## src/rtl/led_puzzle_pkg.sv

```systemverilog
// Shared types, defaults and helpers for the LED-matrix puzzle engine.
package led_puzzle_pkg;

   localparam int ROWS_DEF   = 8;
   localparam int COLS_DEF   = 8;
   localparam int NBTN_DEF   = 8;
   localparam int LVL_W_DEF  = 3;
   localparam int MASK_W_DEF = NBTN_DEF * ROWS_DEF * COLS_DEF;

   typedef enum logic {
      S_BLANK = 1'b0,
      S_LIT   = 1'b1
   } scan_state_e;

   // Default 8-button layout for an 8x8 board; one byte per (button,row), bit c = column c.
   //   btn0: row0 cols 0-2        btn4: row0 cols 3-5      btn7: row0 cols 6-7
   //   btn1: row0 cols 2-3, row1 cols 0-3 (overlaps btn0 on cell (0,2))
   //   btn2: row1 cols 4-7, row2 cols 0-3
   //   btn3: row2 cols 4-7, row3 all
   //   btn5: rows 4-5 all         btn6: rows 6-7 all
   function automatic logic [MASK_W_DEF-1:0] build_default_mask();
      logic [MASK_W_DEF-1:0] m;
      m = '0;
      m[(0*8 + 0)*8 +: 8] = 8'h07;
      m[(1*8 + 0)*8 +: 8] = 8'h0C;
      m[(1*8 + 1)*8 +: 8] = 8'h0F;
      m[(2*8 + 1)*8 +: 8] = 8'hF0;
      m[(2*8 + 2)*8 +: 8] = 8'h0F;
      m[(3*8 + 2)*8 +: 8] = 8'hF0;
      m[(3*8 + 3)*8 +: 8] = 8'hFF;
      m[(4*8 + 0)*8 +: 8] = 8'h38;
      m[(5*8 + 4)*8 +: 8] = 8'hFF;
      m[(5*8 + 5)*8 +: 8] = 8'hFF;
      m[(6*8 + 6)*8 +: 8] = 8'hFF;
      m[(6*8 + 7)*8 +: 8] = 8'hFF;
      m[(7*8 + 0)*8 +: 8] = 8'hC0;
      return m;
   endfunction

   localparam logic [MASK_W_DEF-1:0] DEFAULT_BTN_MASK = build_default_mask();

   // Rows that take part in the puzzle for a level: min(2*level+1, rows).
   function automatic int active_rows(input logic [31:0] lvl, input int rows);
      logic [31:0] t;
      t = (lvl << 1) + 32'd1;
      if (t > 32'(rows)) begin
         return rows;
      end else begin
         return int'(t);
      end
   endfunction

endpackage

```

## src/rtl/led_row_scanner.sv

```systemverilog
// Row-multiplexed scan: each row slot is BLANK cycles dark, then lit for the rest of SCAN_DIV.
module led_row_scanner
   import led_puzzle_pkg::*;
#(
   parameter int ROWS     = ROWS_DEF,
   parameter int COLS     = COLS_DEF,
   parameter int SCAN_DIV = 1000,
   parameter int BLANK    = 2,
   parameter int RW       = (ROWS > 1) ? $clog2(ROWS) : 1
) (
   input  logic            clk,
   input  logic            rst,
   input  logic            restart,
   input  logic [4:0]      act_rows,
   input  logic [COLS-1:0] board_row,
   output logic [RW-1:0]   row_idx,
   output logic [ROWS-1:0] rows_n,
   output logic [COLS-1:0] cols
);

   localparam int CNT_W   = $clog2(SCAN_DIV);
   localparam int LIT_LEN = SCAN_DIV - BLANK;

   scan_state_e      state_q, state_d;
   logic [CNT_W-1:0] cnt_q, cnt_d;
   logic [RW-1:0]    row_q, row_d;
   logic [ROWS-1:0]  rows_n_q, rows_n_d;
   logic [COLS-1:0]  cols_q, cols_d;
   logic [4:0]       row_inc_s;

   // Next scan state, slot counter, row pointer and the registered drive values.
   always_comb begin
      state_d   = state_q;
      cnt_d     = cnt_q + CNT_W'(1);
      row_d     = row_q;
      row_inc_s = 5'(row_q) + 5'd1;
      if (restart) begin
         state_d = S_BLANK;
         cnt_d   = '0;
         row_d   = '0;
      end else begin
         case (state_q)
            S_BLANK: begin
               if (cnt_q == CNT_W'(BLANK - 1)) begin
                  state_d = S_LIT;
                  cnt_d   = '0;
               end else begin
                  state_d = S_BLANK;
               end
            end
            S_LIT: begin
               if (cnt_q == CNT_W'(LIT_LEN - 1)) begin
                  state_d = S_BLANK;
                  cnt_d   = '0;
                  // Wrap at the active-row count; also catches a shrunken row count.
                  if (row_inc_s >= act_rows) begin
                     row_d = '0;
                  end else begin
                     row_d = row_inc_s[RW-1:0];
                  end
               end else begin
                  state_d = S_LIT;
               end
            end
            default: begin
               state_d = S_BLANK;
               cnt_d   = '0;
               row_d   = '0;
            end
         endcase
      end
      // board_row belongs to row_q, which equals row_d whenever state_d is S_LIT.
      rows_n_d = '1;
      cols_d   = '0;
      if (state_d == S_LIT) begin
         rows_n_d[row_d] = 1'b0;
         cols_d          = board_row;
      end else begin
         rows_n_d = '1;
         cols_d   = '0;
      end
   end

   // Scan state and output registers; reset blanks the matrix immediately.
   always_ff @(posedge clk or posedge rst) begin
      if (rst) begin
         state_q  <= S_BLANK;
         cnt_q    <= '0;
         row_q    <= '0;
         rows_n_q <= '1;
         cols_q   <= '0;
      end else begin
         state_q  <= state_d;
         cnt_q    <= cnt_d;
         row_q    <= row_d;
         rows_n_q <= rows_n_d;
         cols_q   <= cols_d;
      end
   end

   assign row_idx = row_q;
   assign rows_n  = rows_n_q;
   assign cols    = cols_q;

endmodule

```

## src/rtl/led_puzzle_matrix_ctrl.sv

```systemverilog
// Puzzle engine top: button sync/edge detect, board toggling, win detection, move counter.
module led_puzzle_matrix_ctrl
   import led_puzzle_pkg::*;
#(
   parameter int ROWS     = ROWS_DEF,
   parameter int COLS     = COLS_DEF,
   parameter int NBTN     = NBTN_DEF,
   parameter int LVL_W    = LVL_W_DEF,
   parameter int SCAN_DIV = 1000,
   parameter int BLANK    = 2,
   parameter logic [NBTN*ROWS*COLS-1:0] BTN_MASK = DEFAULT_BTN_MASK
) (
   input  logic             clk,
   input  logic             rst,
   input  logic [NBTN-1:0]  btn,
   input  logic [LVL_W-1:0] level,
   input  logic             clear,
   output logic [ROWS-1:0]  rows_n,
   output logic [COLS-1:0]  cols,
   output logic             level_done,
   output logic             done_pulse,
   output logic [15:0]      moves
);

   localparam int CELLS = ROWS * COLS;
   localparam int RW    = (ROWS > 1) ? $clog2(ROWS) : 1;

   logic [NBTN-1:0]  btn_s1_q, btn_s1_d, btn_s2_q, btn_s2_d, btn_prev_q, btn_prev_d;
   logic [CELLS-1:0] board_q, board_d;
   logic [LVL_W-1:0] level_q, level_d;
   logic             level_done_q, level_done_d;
   logic             done_pulse_q, done_pulse_d;
   logic [15:0]      moves_q, moves_d;
   logic [NBTN-1:0]  rise_s;
   logic [CELLS-1:0] toggle_s;
   logic             restart_s, accept_s, win_s;
   logic [4:0]       act_rows_s;
   logic [RW-1:0]    row_idx_s;

   // Synchronizer, edge detect, board/move update and win evaluation.
   always_comb begin
      btn_s1_d   = btn;
      btn_s2_d   = btn_s1_q;
      btn_prev_d = btn_s2_q;
      level_d    = level;
      rise_s     = btn_s2_q & ~btn_prev_q;
      // Simultaneous presses combine by XOR, so a shared cell toggles twice and stays put.
      toggle_s = '0;
      for (int b = 0; b < NBTN; b++) begin
         if (rise_s[b]) begin
            toggle_s = toggle_s ^ BTN_MASK[b*CELLS +: CELLS];
         end else begin
            toggle_s = toggle_s;
         end
      end
      restart_s  = clear | (level != level_q);
      accept_s   = (|rise_s) & ~level_done_q;
      act_rows_s = 5'(active_rows(32'(level_q), ROWS));
      // Only rows below the active count must be fully lit.
      win_s = 1'b1;
      for (int r = 0; r < ROWS; r++) begin
         if ((5'(r) < act_rows_s) && (board_q[r*COLS +: COLS] != {COLS{1'b1}})) begin
            win_s = 1'b0;
         end else begin
            win_s = win_s;
         end
      end
      board_d = board_q;
      moves_d = moves_q;
      if (restart_s) begin
         board_d = '0;
         moves_d = '0;
      end else if (accept_s) begin
         board_d = board_q ^ toggle_s;
         if (moves_q != 16'hFFFF) begin
            moves_d = moves_q + 16'd1;
         end else begin
            moves_d = moves_q;
         end
      end else begin
         board_d = board_q;
         moves_d = moves_q;
      end
      if (restart_s) begin
         level_done_d = 1'b0;
      end else begin
         level_done_d = win_s;
      end
      done_pulse_d = level_done_d & ~level_done_q;
   end

   // State registers; the board lock is level_done_q itself.
   always_ff @(posedge clk or posedge rst) begin
      if (rst) begin
         btn_s1_q     <= '0;
         btn_s2_q     <= '0;
         btn_prev_q   <= '0;
         board_q      <= '0;
         level_q      <= '0;
         level_done_q <= 1'b0;
         done_pulse_q <= 1'b0;
         moves_q      <= 16'd0;
      end else begin
         btn_s1_q     <= btn_s1_d;
         btn_s2_q     <= btn_s2_d;
         btn_prev_q   <= btn_prev_d;
         board_q      <= board_d;
         level_q      <= level_d;
         level_done_q <= level_done_d;
         done_pulse_q <= done_pulse_d;
         moves_q      <= moves_d;
      end
   end

   led_row_scanner #(
      .ROWS     (ROWS),
      .COLS     (COLS),
      .SCAN_DIV (SCAN_DIV),
      .BLANK    (BLANK),
      .RW       (RW)
   ) u_scanner (
      .clk       (clk),
      .rst       (rst),
      .restart   (restart_s),
      .act_rows  (act_rows_s),
      .board_row (board_q[row_idx_s*COLS +: COLS]),
      .row_idx   (row_idx_s),
      .rows_n    (rows_n),
      .cols      (cols)
   );

   assign level_done = level_done_q;
   assign done_pulse = done_pulse_q;
   assign moves      = moves_q;

endmodule

```

## config.mk

```make
export PLATFORM = sky130hd
export DESIGN_NAME = led_puzzle_matrix_ctrl
export DESIGN_NICKNAME = d
export VERILOG_FILES = /design/src/rtl/led_puzzle_pkg.sv /design/src/rtl/led_row_scanner.sv /design/src/rtl/led_puzzle_matrix_ctrl.sv
export SDC_FILE = /design/constraint.sdc
export NUM_CORES = 1
export LEC_CHECK = 0
export CAP_MARGIN = 0
export CORE_MARGIN = 1
export CORE_UTILIZATION = 53
export DETAILED_ROUTE_END_ITERATION = 6
export GPL_TIMING_DRIVEN = 0
export PLACE_DENSITY_LB_ADDON = 0.3
export RECOVER_POWER = 25
export SLEW_MARGIN = 20
export SYNTH_ARGS = -nofsm -noshare
export SYNTH_HDL_FRONTEND = slang
export SYNTH_SLANG_ARGS = --single-unit
```

## constraint.sdc

```tcl
create_clock -name clk -period 4.77 [get_ports clk]
set_input_delay 0.954 -clock clk [delete_from_list [all_inputs] [get_ports clk]]
set_output_delay 0.954 -clock clk [all_outputs]
set_load 0.1 [all_outputs]
```

==> results of run 1 <==
==> through the flow <==
stage | setup WS, ps | instances | hold WS (ps) | TNS, ps | area, um^2
global placement | -1520 | 740 | 331 | -198910 | 6960
global route | 1190 | 773 | 353 | 0 | 7580
CTS | 1690 | 773 | 348 | 0 | 7580
detailed placement | 1400 | 741 | 335 | 0 | 7000
finish | 1690 | 773 | 347 | 0 | 7580
floorplan | 105 | 550 | 331 | 0 | 6310
==> state kept, by name, indices dropped and copies added, names as in the netlist, 3 cells and up <==
| signal | flops |
|---|---|
| btn_prev_d | 8 |
| u_scanner.cnt_q | 10 |
| moves | 16 |
| board_q | 64 |
| u_scanner.rows_n | 8 |
| u_scanner.cols | 8 |
| level_q | 3 |
| u_scanner.row_idx | 3 |
| btn_prev_q | 8 |
| btn_s1_q | 8 |
==> metal layers <==
| metal | wire length, um | global-route usage (%) | up-vias | share of wire (%) |
|---|---|---|---|---|
| li1 | - | - | 2039 | - |
| met1 | 5830 | 31.9 | 2219 | 44 |
| met2 | 6220 | 36.6 | 155 | 47 |
| met3 | 795 | 6.29 | 32 | 6.0 |
| met4 | 419 | 10.1 | 0 | 3.2 |
| met5 | 0 | 0 | - | 0 |
==> cell type report <==
| class | count | area, um^2 |
|---|---|---|
| buffer | 28 | 126 |
| multi-input combinational | 371 | 2650 |
| fill | 880 | 3940 |
| timing repair buffer | 48 | 498 |
| sequential | 139 | 3490 |
| tap | 143 | 179 |
| inverter | 12 | 46.3 |
| clock buffer | 19 | 443 |
| clock inverter | 13 | 143 |
==> path summary, 6_finish.rpt <==
| check | from | to | slack [ps] | cells past startpoint |
|---|---|---|---|---|
| max in group clk | moves[12] | moves[12] | 1690 | 1 |
| worst max register to register | u_scanner.row_idx[2] | u_scanner.rows_n[5] | 2150 | 9 |
| min in group asynchronous | rst | btn_s1_q[6] | 1800 | 2 |
| worst min-delay path | btn_s1_q[1] | btn_prev_d[1] | 350 | 0 |
| worst min register to register | btn_s1_q[1] | btn_prev_d[1] | 350 | 0 |
| worst max-delay path | rst | board_q[40] | 1690 | 2 |
==> placed cells by master, fill, tap and decap left out, types with 5 or more instances in the layout <==
cell type	netlist	final
nand2_1	18	18
nand2b_1	11	11
a21oi_1	5	5
nor4_1	7	7
inv_1	12	11
mux4_2	16	16
o21ai_0	7	7
clkbuf_16	0	17
nand3_1	9	9
xor2_1	7	7
o211ai_1	5	5
clkbuf_1	12	13
and3_1	9	9
nand4_1	22	22
nor3_1	5	5
clkinvlp_4	0	5
dlygate4sd3_1	0	12
dfrtp_1	131	131
nor2_1	111	111
ha_1	9	9
buf_2	10	10
dfstp_2	8	8
mux2i_1	10	10
clkdlybuf4s50_1	0	35
xnor2_1	74	74
==> cells by family (layout without fill, tap and decap cells) <==
kind of cell    after synthesis  count (layout)  share of synthesized area, %
compound gates               48              48                          6.24
xor+xnor                     81              81                          11.2
fa+ha+maj                     9               9                          1.78
buf+inv                      40             120                          2.71
flops                       139             139                          55.3
mux                          26              26                          7.29
simple gates                207             207                          15.5
==> worst register-to-register path, cell delays in order (launching register included) <==
cell and delay [ps]:
dfrtp_1 320, clkbuf_1 350, clkbuf_1 470, and3_1 250, ha_1 220, o21ai_0 90, nand2b_1 120, a211o_4 400
o2bb2ai_1 210, nand3b_1 110
==> where the power goes <==
group	internal [mW]	total [mW]	switching [mW]
Combinational	0.0573	0.147	0.0896
Sequential	1.20	1.22	0.0175
Clock	0.785	1.30	0.514
Total	2.04	2.66	0.621
==> cells in the mapped netlist (2+ instances only) <==
cell / instances / area [um^2]
a211oi_2: 2 / 25.0
xor2_1: 7 / 61.3
mux4_2: 16 / 360
inv_1: 12 / 45.0
nor3_1: 5 / 25.0
dfrtp_1: 131 / 3280
a41o_1: 4 / 40.0
a21oi_1: 5 / 25.0
nor2_1: 111 / 417
nand4_1: 22 / 138
o21ai_0: 7 / 35.0
clkbuf_1: 12 / 45.0
buf_2: 10 / 50.1
nand3_1: 9 / 45.0
and3_1: 9 / 56.3
a211oi_1: 4 / 30.0
a31oi_1: 4 / 25.0
a2111o_1: 2 / 22.5
buf_1: 4 / 15.0
nand3b_1: 4 / 30.0
ha_1: 9 / 113
nand2_1: 18 / 67.6
a31o_2: 3 / 26.3
mux2i_1: 10 / 100
dfstp_2: 8 / 210
nor4_1: 7 / 43.8
nand2b_1: 11 / 68.8
and4_1: 2 / 17.5
and2_1: 3 / 18.8
xnor2_1: 74 / 648
or4_1: 2 / 15.0
o211ai_1: 5 / 37.5
==> summary.txt, run 1 <==
Max Buffers Root-to-Sink -> 2
Final Net Count -> 640
Worst Path Max Fanout -> 65
max cap viols -> 1
Slew headroom -> -92.0%
First-pass DRT Iterations -> 7
syn_area_per_cell -> 11.5 um^2
clk_skew -> 8.11 ps
DRT iter0 DRCs -> 360
pin count of the biggest net entering global routing -> 76
CP peak stage delay -> 1630 ps
PD cells -> 352 mW/mm^2
Core Util, Final -> 65.8%
setup bufs post-CTS -> 0
Required @ worst endpoint -> 4850 ps
Syn Inst Count -> 550
CP Class -> in2async
Synth Register Bits -> 139
ant diodes -> 0
status -> finished, violations left
die footprint -> 0.0124 mm^2
area of the mapped netlist -> 0.00631 mm^2
layout cells sized above 1 -> 12.5%
initial antenna violation count -> 0
Num CTS Buffers -> 17
P_leak -> 3.08 nW
Startpoint Class -> input port
failing checks -> DRC, capacitance limit, slew limit
DRC violations left -> 15
H-Tree Depth -> 4
Layout area overhead -> 20.0%
Post-synth ARST share -> 100%
hold crit path type -> reg2reg
Fin. Hold Viols -> 0
via count -> 4445
Period minus WS final -> 3080 ps
Routed WL per cell -> 17.2 um
critical path's slowest cell -> clkinvlp_2
maximum clock rate -> 0.325 GHz
I/O pin total -> 48
# rows -> 39
RSZ-0062 raised after global routing -> no
Net Count, Synth -> 573
Final GP Congestion -> 0.848
Unique masters post-synth -> 50
CP bufs+invs -> 2
Die Y -> 111 um
period utilization -> 64.5%
root buf cell -> clkbuf_16
first-pass GRT wire length -> 22400 um
via/cell ratio -> 5.75
CP endpoint kind -> async pin
number of flops mapped to enable cells by yosys -> 0
Tot GR Track Use -> 23.7%
IR Drop Worst-Case VDD -> 0.000276 V
clock latency on the worst-skew pair -> 430 ps
hold buffer count at cts -> 0
total power -> 2.66 mW
Primary FF master, synth -> dfrtp_1
clock slew at reported path FFs -> 60 ps
Ys Warns -> 0
Final Max Tran Viols -> 65
PostCTS Resize Cnt -> 0
# setup viols final -> 0
total gr overflow -> 0
Die X -> 111 um
post-synthesis sequential area ratio -> 55.3%
Top delay family on crit path -> buffers and inverters
Worst EP arrival -> 3160 ps
final WL -> 13300 um
dpl hpwl -> 9340 um
Post-DRT Antenna Nets -> 0
vias in the first global route -> 4467
core area -> 0.0115 mm^2
Initial Util -> 54.8%
actual slew at the worst max-slew pin -> 2860 ps
IO buf count -> 47
TritonCTS clock tree -> yes
crit path cell chain -> dlygate4sd3_1 -> clkinvlp_2
clock sink count -> 139
(Power assumes the default switching activity.)
==> run 2, diff against run 1 <==
CORE_UTILIZATION = 58   (was 53)
clock period = 3 ns   (was 4.77 ns; I/O delays follow)
==> summary.txt, run 2 (same netlist as run 1, synthesis figures left out) <==
status -> finished, violations left
failing checks -> capacitance limit, slew limit
Startpoint Class -> flop
hold crit path type -> reg2reg
pin count of the biggest net entering global routing -> 34
Worst Path Max Fanout -> 7
Final Net Count -> 644
clock sink count -> 139
worst hold slack -> 343 ps
Layout area overhead -> 19.9%
IO buf count -> 47
Final Max Tran Viols -> 34
Die Y -> 106 um
first-pass GRT wire length -> 22200 um
Worst R2R End -> u_scanner.rows_n[6]
most frequent cells in the layout -> dfrtp_1 (131), nor2_1 (111), xnor2_1 (74)
max reg flops -> 64
Core Util, Final -> 72.7%
actual slew at the worst max-slew pin -> 1620 ps
clock slew at reported path FFs -> 60 ps
Worst EP arrival -> 2220 ps
root buf cell -> clkbuf_8
core area -> 0.0104 mm^2
Top delay family on crit path -> buffers and inverters
Slew headroom -> -7.72%
FF-to-FF path depth -> 6
clock latency on the worst-skew pair -> 550 ps
crit path cell chain -> clkdlybuf4s50_1
hold endpoint -> btn_prev_d[0]
CP Class -> reg2out
reg-to-reg slack, setup -> 300 ps
# setup viols final -> 0
total gr overflow -> 0
First-pass DRT Iterations -> 5
Max Buffers Root-to-Sink -> 2
die footprint -> 0.0113 mm^2
Die X -> 106 um
commonest non-fill, non-tap cell in the layout -> dfrtp_1
PD cells -> 534 mW/mm^2
Post-DRT Antenna Nets -> 0
Fin. Hold Viols -> 0
CP endpoint kind -> primary output
Final GP Congestion -> 0.908
DRT iter0 DRCs -> 292
maximum clock rate -> 0.354 GHz
P_leak -> 3.08 nW
# rows -> 37
max cap viols -> 1
Worst Hold Depth -> 0
TritonCTS clock tree -> yes
I/O pin total -> 48
Period minus WS final -> 2820 ps
hold buffer count at cts -> 0
setup bufs post-CTS -> 0
clk_skew -> 8.71 ps
initial antenna violation count -> 0
H-Tree Depth -> 4
vias in the first global route -> 4431
via/cell ratio -> 5.87
period utilization -> 94.2%
critical path's slowest cell -> clkdlybuf4s50_1
Biggest register -> board_q
Tot GR Track Use -> 26.4%
Initial Util -> 60.6%
IR Drop Worst-Case VDD -> 0.000481 V
Routed WL per cell -> 17.7 um
via count -> 4515
Required @ worst endpoint -> 2400 ps
CP peak stage delay -> 1190 ps
RSZ-0062 raised after global routing -> no
ant diodes -> 0
worst r2r src -> level_q[2]
dpl hpwl -> 9690 um
CP bufs+invs -> 1
DRC violations left -> 0
PostCTS Resize Cnt -> 0
Num CTS Buffers -> 17
Worst Hold Launch -> btn_s1_q[0]
layout cells sized above 1 -> 12.8%
final WL -> 13600 um
[run 2: worst max-delay path by stage]
stage              start             endpoint  cells after the start
6_report        moves[9]             moves[9]                      1
5_1_grt              rst          board_q[28]                      3
4_1_cts        moves[12]            moves[12]                      1
3_5_place_dp    level[2]  u_scanner.rows_n[6]                      7
3_3_place_gp         rst   u_scanner.cnt_q[2]                      2
2_1_floorplan   moves[6]            moves[15]                      6
[run 2: report_power, final]
part	total (mW)	internal, mW	switching [mW]	leakage, nW
Combinational	0.245	0.0976	0.147	0.980
Clock	1.86	1.06	0.799	0.257
Sequential	1.94	1.91	0.0274	1.85
[run 2: metrics by stage]
stage	TNS [ps]	cells	total power, mW	setup WS [ps]	cell area (um^2)
finish	0	769	4.04	175	7570
global route	0	769	4.17	110	7570
CTS	0	769	4.07	179	7600
detailed placement	-483	738	2.22	-133	7070
global placement	-51600	733	2.19	-399	6960
floorplan	0	550	2.13	531	6320
[run 2: layout make-up]
| cell class | instances | area (um^2) |
|---|---|---|
| clock buffer | 19 | 442 |
| clock inverter | 12 | 90.1 |
| fill | 709 | 2850 |
| timing repair buffer | 52 | 553 |
| sequential | 139 | 3490 |
| tap | 136 | 170 |
| inverter | 12 | 46.3 |
| multi-input combinational | 371 | 2650 |
| buffer | 28 | 126 |
[run 2: routing by layer]
| layer | routed length, um | part of all wire, % | global-route usage (%) | up-vias |
|---|---|---|---|---|
| met5 | 0 | 0 | 0 | - |
| met4 | 437 | 3.2 | 13.4 | 0 |
| met3 | 779 | 5.7 | 6.13 | 38 |
| met2 | 6490 | 48 | 41.1 | 177 |
| met1 | 5900 | 43 | 34.8 | 2251 |
| li1 | - | - | - | 2049 |
==> run 3, diff against run 2 <==
SYNTH_HIERARCHICAL = 1   (was unset)
==> summary.txt, run 3 <==
layout cells sized above 1 -> 12.5%
actual slew at the worst max-slew pin -> 1420 ps
Final Net Count -> 651
GRT Max-Usage Layer -> met2
Required @ worst endpoint -> 3460 ps
Worst Path Max Fanout -> 15
Final GP Congestion -> 0.897
commonest non-fill, non-tap cell in the layout -> dfrtp_1
via/cell ratio -> 5.93
critical path's slowest cell -> nor4_1
Worst EP arrival -> 3250 ps
Die Y -> 107 um
Unique masters post-synth -> 53
Post-synth ARST share -> 100%
TritonCTS clock tree -> yes
crit path cell chain -> clkbuf_1 -> xor2_1 -> nor4_1 -> inv_2 -> buf_6 -> clkbuf_1 -> a21oi_2 -> clkbuf_2 -> and2_1
Tot GR Track Use -> 26.8%
CP bufs+invs -> 5
status -> finished, final reports clean
syn_area_per_cell -> 11.4 um^2
Startpoint Class -> flop
maximum clock rate -> 0.358 GHz
Synth Register Bits -> 139
dpl hpwl -> 9620 um
placed insts -> 745
hold crit path type -> reg2reg
final WL -> 13600 um
Slew headroom -> 5.51%
PD cells -> 553 mW/mm^2
Post-DRT Antenna Nets -> 0
Ys Warns -> 6
max reg flops -> 64
Primary FF master, synth -> dfrtp_1
Max Buffers Root-to-Sink -> 2
max cap viols -> 0
Synth area leader -> dfrtp_1
# rows -> 37
Num CTS Buffers -> 17
period utilization -> 93.1%
total power -> 4.21 mW
root buf cell -> clkbuf_8
reg-to-reg slack, setup -> 210 ps
Routed WL per cell -> 17.6 um
number of flops mapped to enable cells by yosys -> 0
DRC violations left -> 0
count leader, synth -> dfrtp_1
P_leak -> 3.12 nW
most area-consuming cells after synthesis -> dfrtp_1 (52%), xnor2_1 (9.0%), mux4_2 (5.7%)
CP Class -> reg2reg
met3 Use GR -> 7.96%
setup slack at placement -> -430 ps
hold endpoint -> btn_prev_d[0]
CP peak stage delay -> 430 ps
Core Util, Final -> 72.8%
post-synthesis sequential area ratio -> 55.0%
Biggest register -> board_q
total gr overflow -> 0
Syn Inst Count -> 559
Die X -> 107 um
worst r2r src -> level_q[2]
core area -> 0.0105 mm^2
clock slew at reported path FFs -> 60 ps
initial antenna violation count -> 0
Layout area overhead -> 20.0%
# setup viols final -> 0
vias in the first global route -> 4711
Final Max Tran Viols -> 0
clock latency on the worst-skew pair -> 530 ps
area of the mapped netlist -> 0.00635 mm^2
Period minus WS final -> 2790 ps
via count -> 4602
area share of the largest cell type after synthesis -> 51.6%
met1 Track Usage GR -> 33.8%
IO buf count -> 47
I/O pin total -> 48
IR Drop Worst-Case VDD -> 0.000411 V
met2 Usage GRT -> 44.1%
Top delay family on crit path -> buffers and inverters
clock sink count -> 139
die footprint -> 0.0114 mm^2
most frequent cells in the layout -> dfrtp_1 (131), nor2_1 (88), xnor2_1 (65)
H-Tree Depth -> 4
First-pass DRT Iterations -> 4
cell mode on critical path -> clkbuf_1
Worst Hold Depth -> 0
Net Count, Synth -> 582
post-route insts no fill -> 776
FF-to-FF path depth -> 9
Worst Setup Slack, final -> 207 ps
DRT iter0 DRCs -> 294
Initial Util -> 60.7%
pin count of the biggest net entering global routing -> 35
clk_skew -> 8.11 ps
Fin. Hold Viols -> 0
most frequent cells after synthesis -> dfrtp_1 (131), nor2_1 (88), xnor2_1 (65), nand4_1 (24), nand2_1 (20)
Worst Hold Launch -> btn_s1_q[0]
first-pass GRT wire length -> 23100 um
ant diodes -> 0
Worst R2R End -> u_scanner/cols[3]
CP endpoint kind -> flop
## run 3: changes by cell type after synthesis, moves of 7 or more
cell     before  now
nor2_1      111   88
a21oi_1       5   14
mux2i_1      10    1
nand3_1       9   18
or4_1         2   11
xnor2_1      74   65
mux2_2        0    8
and2_1        3   10
## run 3: cells by family (layout without fill, tap and decap cells)
group           after synthesis  count (layout)  synth area share (%)
buf+inv                      35             116                  2.29
simple gates                226             226                  18.3
fa+ha+maj                     9               9                  1.77
xor+xnor                     75              75                  10.3
mux                          25              25                  7.25
compound gates               49              49                  5.01
flops                       139             139                  55.0
other cells                   1               1                0.0591
## run 3: worst max-delay path by stage
stage,depth (start not counted),start,end,slack (ps)
finish,9,level_q[2],u_scanner/cols[3],210
global route,9,level_q[2],u_scanner/rows_n[1],-9
detailed placement,9,level[2],u_scanner/cols[4],-430
floorplan,5,moves[0],moves[8],460
global placement,9,level[2],u_scanner/rows_n[1],-310
CTS,9,level_q[2],u_scanner/cols[3],70
## run 3: area by class of cell
| class | instances | area [um^2] |
|---|---|---|
| sequential | 139 | 3490 |
| fill | 747 | 2840 |
| multi-input combinational | 385 | 2720 |
| timing repair buffer | 50 | 514 |
| clock buffer | 20 | 435 |
| tap | 136 | 170 |
| clock inverter | 11 | 146 |
| buffer | 24 | 105 |
| inverter | 11 | 42.5 |
## run 3: repair_timing
action	CTS	global route
hold buffers	0	0
resized for setup	1	2
setup buffers	0	0
endpoints found under the setup margin	9	9
pin swaps	0	0
## run 3: metal layers
layer	wire length, um	share of wire [%]
met1	5750	42
met2	6870	50
met3	690	5.1
met4	316	2.3
met5	0	0
## run 3: per-stage QoR
stage | hold WS [ps] | area [um^2] | setup TNS (ps)
after floorplan | 331 | 6350 | 0
after global placement | 332 | 6990 | -3560
after detailed placement | 335 | 7050 | -5450
after CTS | 349 | 7640 | 0
after global routing | 350 | 7620 | -8.98
final | 342 | 7620 | 0
## run 3: report_power, final
| part | internal [mW] | switching, mW |
|---|---|---|
| Sequential | 1.91 | 0.0255 |
| Combinational | 0.0876 | 0.140 |
| Clock | 1.28 | 0.767 |
